`config.mk`:
```
export PLATFORM = sky130hd
export DESIGN_NAME = seq_pattern_tx_flat
export DESIGN_NICKNAME = d
export VERILOG_FILES = /design/src/rtl/seq_pattern_tx_if.sv /design/src/rtl/seq_pattern_tx.sv /design/src/flat_wrapper.sv
export SDC_FILE = /design/constraint.sdc
export NUM_CORES = 1
export LEC_CHECK = 0
export ABC_AREA = 1
export ABC_CLOCK_PERIOD_IN_PS = 1650
export CAP_MARGIN = 10
export CORE_ASPECT_RATIO = 1.25
export CORE_UTILIZATION = 51
export CTS_BUF_LIST = sky130_fd_sc_hd__clkbuf_8
export DETAILED_ROUTE_END_ITERATION = 10
export GPL_TIMING_DRIVEN = 0
export PLACE_DENSITY = 0.87
export SLEW_MARGIN = 0
export SYNTH_ARGS = -nofsm -noshare
export SYNTH_HDL_FRONTEND = slang
export SYNTH_SLANG_ARGS = --single-unit
```
`constraint.sdc`:
```
create_clock -name i_clk -period 1.65 [get_ports i_clk]
set_clock_uncertainty 0.05 [all_clocks]
set_input_delay 0.165 -clock i_clk [delete_from_list [all_inputs] [get_ports i_clk]]
set_output_delay 0.165 -clock i_clk [all_outputs]
set_load 0.005 [all_outputs]
```
`src/rtl/seq_pattern_tx_if.sv`:
```
// rtl/seq_pattern_tx_if.sv - start/ready request and serial output bundle for seq_pattern_tx
interface seq_pattern_tx_if #(
  parameter int W     = 4,
  parameter int CNT_W = 8,
  parameter int GAP_W = 4
);
  logic             start;
  logic [W-1:0]     pattern;
  logic [CNT_W-1:0] repeat_cnt;
  logic [GAP_W-1:0] gap;
  logic             abort;
  logic             ready;
  logic             busy;
  logic             dout;
  logic             dout_valid;
  logic             done;

  // Requester side: issues transmissions, observes status and the serial line
  modport master (
    output start, pattern, repeat_cnt, gap, abort,
    input  ready, busy, dout, dout_valid, done
  );

  // Transmitter side
  modport slave (
    input  start, pattern, repeat_cnt, gap, abort,
    output ready, busy, dout, dout_valid, done
  );
endinterface

```
`src/rtl/seq_pattern_tx.sv`:
```
// rtl/seq_pattern_tx.sv - MSB-first serial pattern transmitter with repeat count and idle gap
module seq_pattern_tx #(
  parameter int   W        = 4,
  parameter int   CNT_W    = 8,
  parameter int   GAP_W    = 4,
  parameter logic IDLE_LVL = 1'b0
) (
  input  logic               i_clk,
  input  logic               i_rst,
  seq_pattern_tx_if.slave    bus
);

  localparam int IDX_W = (W > 2) ? $clog2(W) : 1;
  localparam logic [IDX_W-1:0] LAST_IDX = IDX_W'(W - 1);
  localparam logic [IDX_W-1:0] IDX_ONE  = IDX_W'(1);
  localparam logic [CNT_W-1:0] CNT_ONE  = CNT_W'(1);
  localparam logic [GAP_W-1:0] GAP_ONE  = GAP_W'(1);

  typedef enum logic [1:0] {
    ST_IDLE  = 2'd0,
    ST_SHIFT = 2'd1,
    ST_GAP   = 2'd2
  } state_t;

  state_t           r_state;
  logic [W-1:0]     r_pattern;
  logic [GAP_W-1:0] r_gap;
  logic [CNT_W-1:0] r_pass_cnt;
  logic [IDX_W-1:0] r_bit_idx;
  logic [GAP_W-1:0] r_gap_cnt;
  logic             r_dout;
  logic             r_dout_valid;
  logic             r_done;
  logic             r_ready;
  logic             r_busy;

  // r_bit_idx always names the bit currently presented on dout, so the
  // decision to end a pass is taken on the edge that retires bit 0.
  always_ff @(posedge i_clk) begin
    if (!i_rst) begin
      r_state      <= ST_IDLE;
      r_pattern    <= '0;
      r_gap        <= '0;
      r_pass_cnt   <= '0;
      r_bit_idx    <= '0;
      r_gap_cnt    <= '0;
      r_dout       <= IDLE_LVL;
      r_dout_valid <= 1'b0;
      r_done       <= 1'b0;
      r_ready      <= 1'b1;
      r_busy       <= 1'b0;
    end else begin
      r_done <= 1'b0;
      case (r_state)
        ST_IDLE: begin
          if (bus.start && !bus.abort) begin
            r_pattern    <= bus.pattern;
            r_gap        <= bus.gap;
            r_pass_cnt   <= bus.repeat_cnt;
            r_bit_idx    <= LAST_IDX;
            r_dout       <= bus.pattern[W-1];
            r_dout_valid <= 1'b1;
            r_ready      <= 1'b0;
            r_busy       <= 1'b1;
            r_state      <= ST_SHIFT;
          end
        end
        ST_SHIFT: begin
          if (bus.abort) begin
            r_state      <= ST_IDLE;
            r_dout       <= IDLE_LVL;
            r_dout_valid <= 1'b0;
            r_ready      <= 1'b1;
            r_busy       <= 1'b0;
          end else if (r_bit_idx != '0) begin
            r_bit_idx <= r_bit_idx - IDX_ONE;
            r_dout    <= r_pattern[r_bit_idx - IDX_ONE];
          end else if (r_pass_cnt == '0) begin
            r_state      <= ST_IDLE;
            r_dout       <= IDLE_LVL;
            r_dout_valid <= 1'b0;
            r_ready      <= 1'b1;
            r_busy       <= 1'b0;
            r_done       <= 1'b1;
          end else if (r_gap == '0) begin
            r_pass_cnt <= r_pass_cnt - CNT_ONE;
            r_bit_idx  <= LAST_IDX;
            r_dout     <= r_pattern[W-1];
          end else begin
            r_pass_cnt   <= r_pass_cnt - CNT_ONE;
            r_gap_cnt    <= r_gap - GAP_ONE;
            r_dout       <= IDLE_LVL;
            r_dout_valid <= 1'b0;
            r_state      <= ST_GAP;
          end
        end
        ST_GAP: begin
          if (bus.abort) begin
            r_state      <= ST_IDLE;
            r_dout       <= IDLE_LVL;
            r_dout_valid <= 1'b0;
            r_ready      <= 1'b1;
            r_busy       <= 1'b0;
          end else if (r_gap_cnt == '0) begin
            r_bit_idx    <= LAST_IDX;
            r_dout       <= r_pattern[W-1];
            r_dout_valid <= 1'b1;
            r_state      <= ST_SHIFT;
          end else begin
            r_gap_cnt <= r_gap_cnt - GAP_ONE;
          end
        end
        default: r_state <= ST_IDLE;
      endcase
    end
  end

  assign bus.ready      = r_ready;
  assign bus.busy       = r_busy;
  assign bus.dout       = r_dout;
  assign bus.dout_valid = r_dout_valid;
  assign bus.done       = r_done;

endmodule

```
`src/flat_wrapper.sv`:
```
// flat-port wrapper written by rule: the top's interface ports become plain ports
module seq_pattern_tx_flat 
#(
  parameter int   W        = 4,
  parameter int   CNT_W    = 8,
  parameter int   GAP_W    = 4,
  parameter logic IDLE_LVL = 1'b0
)
  (i_clk, i_rst, bus_start, bus_pattern, bus_repeat_cnt, bus_gap, bus_abort, bus_ready, bus_busy, bus_dout, bus_dout_valid, bus_done);
  seq_pattern_tx_if #(.W(W), .CNT_W(CNT_W), .GAP_W(GAP_W)) bus_i ();
  input  logic i_clk;
  input  logic i_rst;
  input wire logic [$bits(bus_i.start)-1:0] bus_start;
  input wire logic [$bits(bus_i.pattern)-1:0] bus_pattern;
  input wire logic [$bits(bus_i.repeat_cnt)-1:0] bus_repeat_cnt;
  input wire logic [$bits(bus_i.gap)-1:0] bus_gap;
  input wire logic [$bits(bus_i.abort)-1:0] bus_abort;
  output wire logic [$bits(bus_i.ready)-1:0] bus_ready;
  output wire logic [$bits(bus_i.busy)-1:0] bus_busy;
  output wire logic [$bits(bus_i.dout)-1:0] bus_dout;
  output wire logic [$bits(bus_i.dout_valid)-1:0] bus_dout_valid;
  output wire logic [$bits(bus_i.done)-1:0] bus_done;
  assign bus_i.start = bus_start;
  assign bus_i.pattern = bus_pattern;
  assign bus_i.repeat_cnt = bus_repeat_cnt;
  assign bus_i.gap = bus_gap;
  assign bus_i.abort = bus_abort;
  assign bus_ready = bus_i.ready;
  assign bus_busy = bus_i.busy;
  assign bus_dout = bus_i.dout;
  assign bus_dout_valid = bus_i.dout_valid;
  assign bus_done = bus_i.done;
  seq_pattern_tx #(.W(W), .CNT_W(CNT_W), .GAP_W(GAP_W), .IDLE_LVL(IDLE_LVL)) u_core (.i_clk(i_clk), .i_rst(i_rst), .bus(bus_i));
endmodule
```
==> flow_metrics.py <==
metrics = {
    "cells_and_area": {
        "multi_input_comb_area_mm2": 0.00119,
        "final_nets": 347,
        "antenna_cells_inserted": 0,
        "layout.cells.non_filler": 357,
        "share_of_post_route_cells_with_drive_strength_above_1": 0.179,
        "nFillCells": 297,
        "final-seq-area_um2": 591,
        "fin_util": 0.689,
        "layout-area-overhead-vs-synth_pct": 28.2,
    },
    "pwr": {
        "share_comb_of_total_power": 0.628,
        "switching_share": 0.464,
        "p_int_mw": 2.45,
        "power_density_of_the_placed_cells_mw_per_mm2": 1910,
        "pwr-share-seq": 0.245,
        "worst_ir_drop_vdd_mv": 1.25,
        "netSwitchingPower_mw": 2.12,
        "clkPwrFrac": 0.128,
        "power_leakage_nw": 1.08,
    },
    "placement": {
        "placed_cells_incl_taps": 344,
        "gp_routability_congestion": 0.897,
        "hpwlAfterDp_mm": 3.12,
        "io_buffers": 24,
        "placement.setup.worst_slack_ns": -0.184,
    },
    "floorplanning": {
        "start_util": 0.537,
        "floorplan.die.width_um": 56.2,
        "dieHeight_um": 69.7,
        "design.portCount": 25,
        "std_cell_rows": 24,
        "core_area_mm2": 0.00348,
        "floorplan.die_area_mm2": 0.00392,
    },
    "timing": {
        "finalHoldViolations": 0,
        "unrepaired_setup_endpoints_after_global_routing": "true",
        "layout_worst_path_cycle_share": 0.989,
        "timing.final.crit_period_ns": 1.63,
        "setup_viol": 0,
        "maxSlewViolCount": 0,
        "fmaxAchievable_mhz": 613,
        "worst_slew_pin_slew_ns": 0.375,
        "slew_headroom": 0.750,
        "crit_path_setup_slack_layout_ns": 0.0184,
    },
    "synth": {
        "post_synth.cell_area_avg_um2": 6.66,
        "synthDominantAreaCellType": "sky130_fd_sc_hd__dfxtp_1",
        "proportion_of_synthesized_chip_area_in_sequential_cells": 0.310,
        "synth.ff_latch_count": 29,
        "synth_edf_count": 0,
        "postSynth.asyncResetShare": 0,
        "synth_area_mm2": 0.00187,
        "syn-num-nets": 310,
        "ys_dominant_reg_cell": "sky130_fd_sc_hd__dfxtp_1",
        "synth_area_leaders": "sky130_fd_sc_hd__dfxtp_1, sky130_fd_sc_hd__nand2_1, sky130_fd_sc_hd__nor2_1, sky130_fd_sc_hd__inv_1, sky130_fd_sc_hd__ha_1",
        "post-synth-top-area-fraction": 0.310,
        "warnings_synthesis": 0,
        "synth_cells": 281,
        "synth_cell_types": 32,
    },
    "global_routing": {
        "via_count_of_the_first_global_routing_pass": 1833,
        "globalRouteTotalUtil": 0.244,
        "gr-total-overflow": 0,
        "antenna_found_initial": 0,
        "grt_first_pass_wirelength_mm": 7.56,
        "grt_max_degree": 11,
    },
    "worst_setup_path": {
        "endpoint_kind": "flop",
        "critPathRequiredTime_ns": 1.77,
        "worst-endpoint-arrival_ns": 1.75,
        "worstPathMaxFanout": 8,
        "timing.critical_path.from_type": "flop",
        "worstSetupPathType": "flop to flop",
        "reg2regPathDepth": 9,
    },
    "route": {
        "vias": 1865,
        "post_drt_wl_per_cell_um": 12.8,
        "detail_routed_via_count_per_cell": 5.22,
        "postRouteAntennaNets": 0,
        "detailedRoute.firstPassIterationCount": 4,
        "routed_wl_mm": 4.55,
        "drt_iter0_drc": 117,
        "drc_errors": 0,
    },
    "hold_path": {
        "hp-class": "flop to flop",
        "min_delay_path_depth": 2,
    },
    "cts": {
        "worst_skew_pair.late_latency_ns": 0.28,
        "clkTransAtPathRegs_ns": 0.06,
        "tritoncts": "yes",
        "clock_tree.htree_level_count": 2,
        "hold_fix_buffers_cts": 0,
        "clock_path_buffers": 2,
        "cts_inserted_buffers": 5,
        "root_buffer": "sky130_fd_sc_hd__clkbuf_8",
        "clock_sinks": 29,
    },
    "run": {
        "maxCapViolations": 0,
    },
    "run_status": {
        "outcome": "complete, no violations",
    },
}
## Yosys cell counts, types with 2 or more instances
| cell type | n |
|---|---|
| sky130_fd_sc_hd__nand3_1 | 18 |
| sky130_fd_sc_hd__nand2_2 | 2 |
| sky130_fd_sc_hd__inv_2 | 4 |
| sky130_fd_sc_hd__nor2_2 | 2 |
| sky130_fd_sc_hd__o21ai_0 | 19 |
| sky130_fd_sc_hd__nor2_1 | 36 |
| sky130_fd_sc_hd__a21oi_1 | 22 |
| sky130_fd_sc_hd__xor2_1 | 3 |
| sky130_fd_sc_hd__nand3b_1 | 2 |
| sky130_fd_sc_hd__o21ai_2 | 2 |
| sky130_fd_sc_hd__ha_1 | 9 |
| sky130_fd_sc_hd__nand4_1 | 4 |
| sky130_fd_sc_hd__buf_2 | 2 |
| sky130_fd_sc_hd__buf_1 | 2 |
| sky130_fd_sc_hd__dfxtp_1 | 29 |
| sky130_fd_sc_hd__nand2_4 | 5 |
| sky130_fd_sc_hd__nand2_1 | 72 |
| sky130_fd_sc_hd__inv_1 | 32 |
| sky130_fd_sc_hd__o21ai_1 | 3 |
## final cells by class
cell class,count,share of cell area
Buffer,5,0.0125
Clock buffer,6,0.0344
Clock inverter,1,0.00156
Inverter,37,0.0621
Multi-Input combinational cell,210,0.497
Sequential cell,29,0.246
Tap cell,39,0.0203
Timing Repair Buffer,30,0.126
## power by group through the flow
stage	registers, mW	clock network, mW	logic, mW
finish	1.12	0.585	2.87
global route	1.14	0.620	3.24
CTS	1.08	0.595	2.54
detailed placement	1.09	0	2.45
global placement	1.08	0	2.37
floorplan	1.06	0	1.93
## flip-flops by register name, summed over array words and instances, names as in the netlist
register               cells
u_core.bus.dout            1
u_core.r_pass_cnt          8
u_core.r_gap_cnt           4
u_core.bus.dout_valid      1
u_core.r_pattern           4
u_core.r_gap               4
u_core.r_bit_idx           2
u_core.bus.done            1
u_core.bus.ready           1
u_core.bus.busy            1
u_core.r_state             2
## final timing paths
check,startpoint,end,slack (ns)
worst max register to register,u_core.r_bit_idx[0],u_core.r_pass_cnt[5],0.02
worst min-delay path,u_core.r_pattern[2],u_core.r_pattern[2],0.40
worst max-delay path,u_core.r_bit_idx[0],u_core.r_pass_cnt[5],0.02
worst min register to register,u_core.r_pattern[2],u_core.r_pattern[2],0.40
## layer usage
| layer | wire length [um] | GRT usage |
|---|---|---|
| met3 | 199 | 0.0448 |
| met5 | 0 | 0 |
| met1 | 1870 | 0.271 |
| met4 | 87 | 0.106 |
| met2 | 2400 | 0.444 |
## repair_timing
item / 4_1_cts / 5_1_grt
setup endpoints to repair: 19 / 20
pin swaps: 4 / 5
resized for setup: 7 / 24
buffers inserted: 2 / 4
## cell families after synthesis
kind of cell | after synthesis | synth area share
buffers and inverters | 42 | 0.0890
xor gates and xnor gates | 3 | 0.0140
DFF | 29 | 0.310
and+or+nand+nor | 148 | 0.371
AOI/OAI and AO/OA | 49 | 0.151
adders and majority gates | 9 | 0.0602
muxes | 1 | 0.00535
## stage by stage
step / hold slack (ns) / setup TNS, ns / cell area (um^2) / power [mW]
final: 0.404 / 0 / 2400 / 4.57
after CTS: 0.409 / -0.0181 / 2270 / 4.22
after floorplan: 0.253 / 0 / 1870 / 2.99
after global routing: 0.439 / -0.0963 / 2400 / 5.00
after global placement: 0.393 / -1.21 / 2160 / 3.46
after detailed placement: 0.399 / -1.73 / 2160 / 3.54
## critical path, cell delays in order, from the launching register on
cell and delay [ns]:
sky130_fd_sc_hd__dfxtp_1 0.34, sky130_fd_sc_hd__inv_2 0.11, sky130_fd_sc_hd__ha_4 0.18, sky130_fd_sc_hd__inv_1 0.09, sky130_fd_sc_hd__nor2_2 0.15, sky130_fd_sc_hd__nand2_4 0.09, sky130_fd_sc_hd__a21boi_4 0.24, sky130_fd_sc_hd__nand2_1 0.08
sky130_fd_sc_hd__nor2_1 0.12, sky130_fd_sc_hd__nor2_1 0.07
## layout by cell type, fill, tap and decap left out, types with 4 or more instances in the layout
cell type	count
sky130_fd_sc_hd__nand2_1	72
sky130_fd_sc_hd__nor2_1	34
sky130_fd_sc_hd__inv_1	29
sky130_fd_sc_hd__dfxtp_1	25
sky130_fd_sc_hd__clkdlybuf4s50_1	24
sky130_fd_sc_hd__a21oi_1	22
sky130_fd_sc_hd__o21ai_0	18
sky130_fd_sc_hd__nand3_1	17
sky130_fd_sc_hd__inv_2	6
sky130_fd_sc_hd__clkbuf_8	6
sky130_fd_sc_hd__nand2_4	5
sky130_fd_sc_hd__nand4_1	4
sky130_fd_sc_hd__ha_1	4
sky130_fd_sc_hd__buf_4	4
No activity file was read; power rests on OpenSTA's default activity.
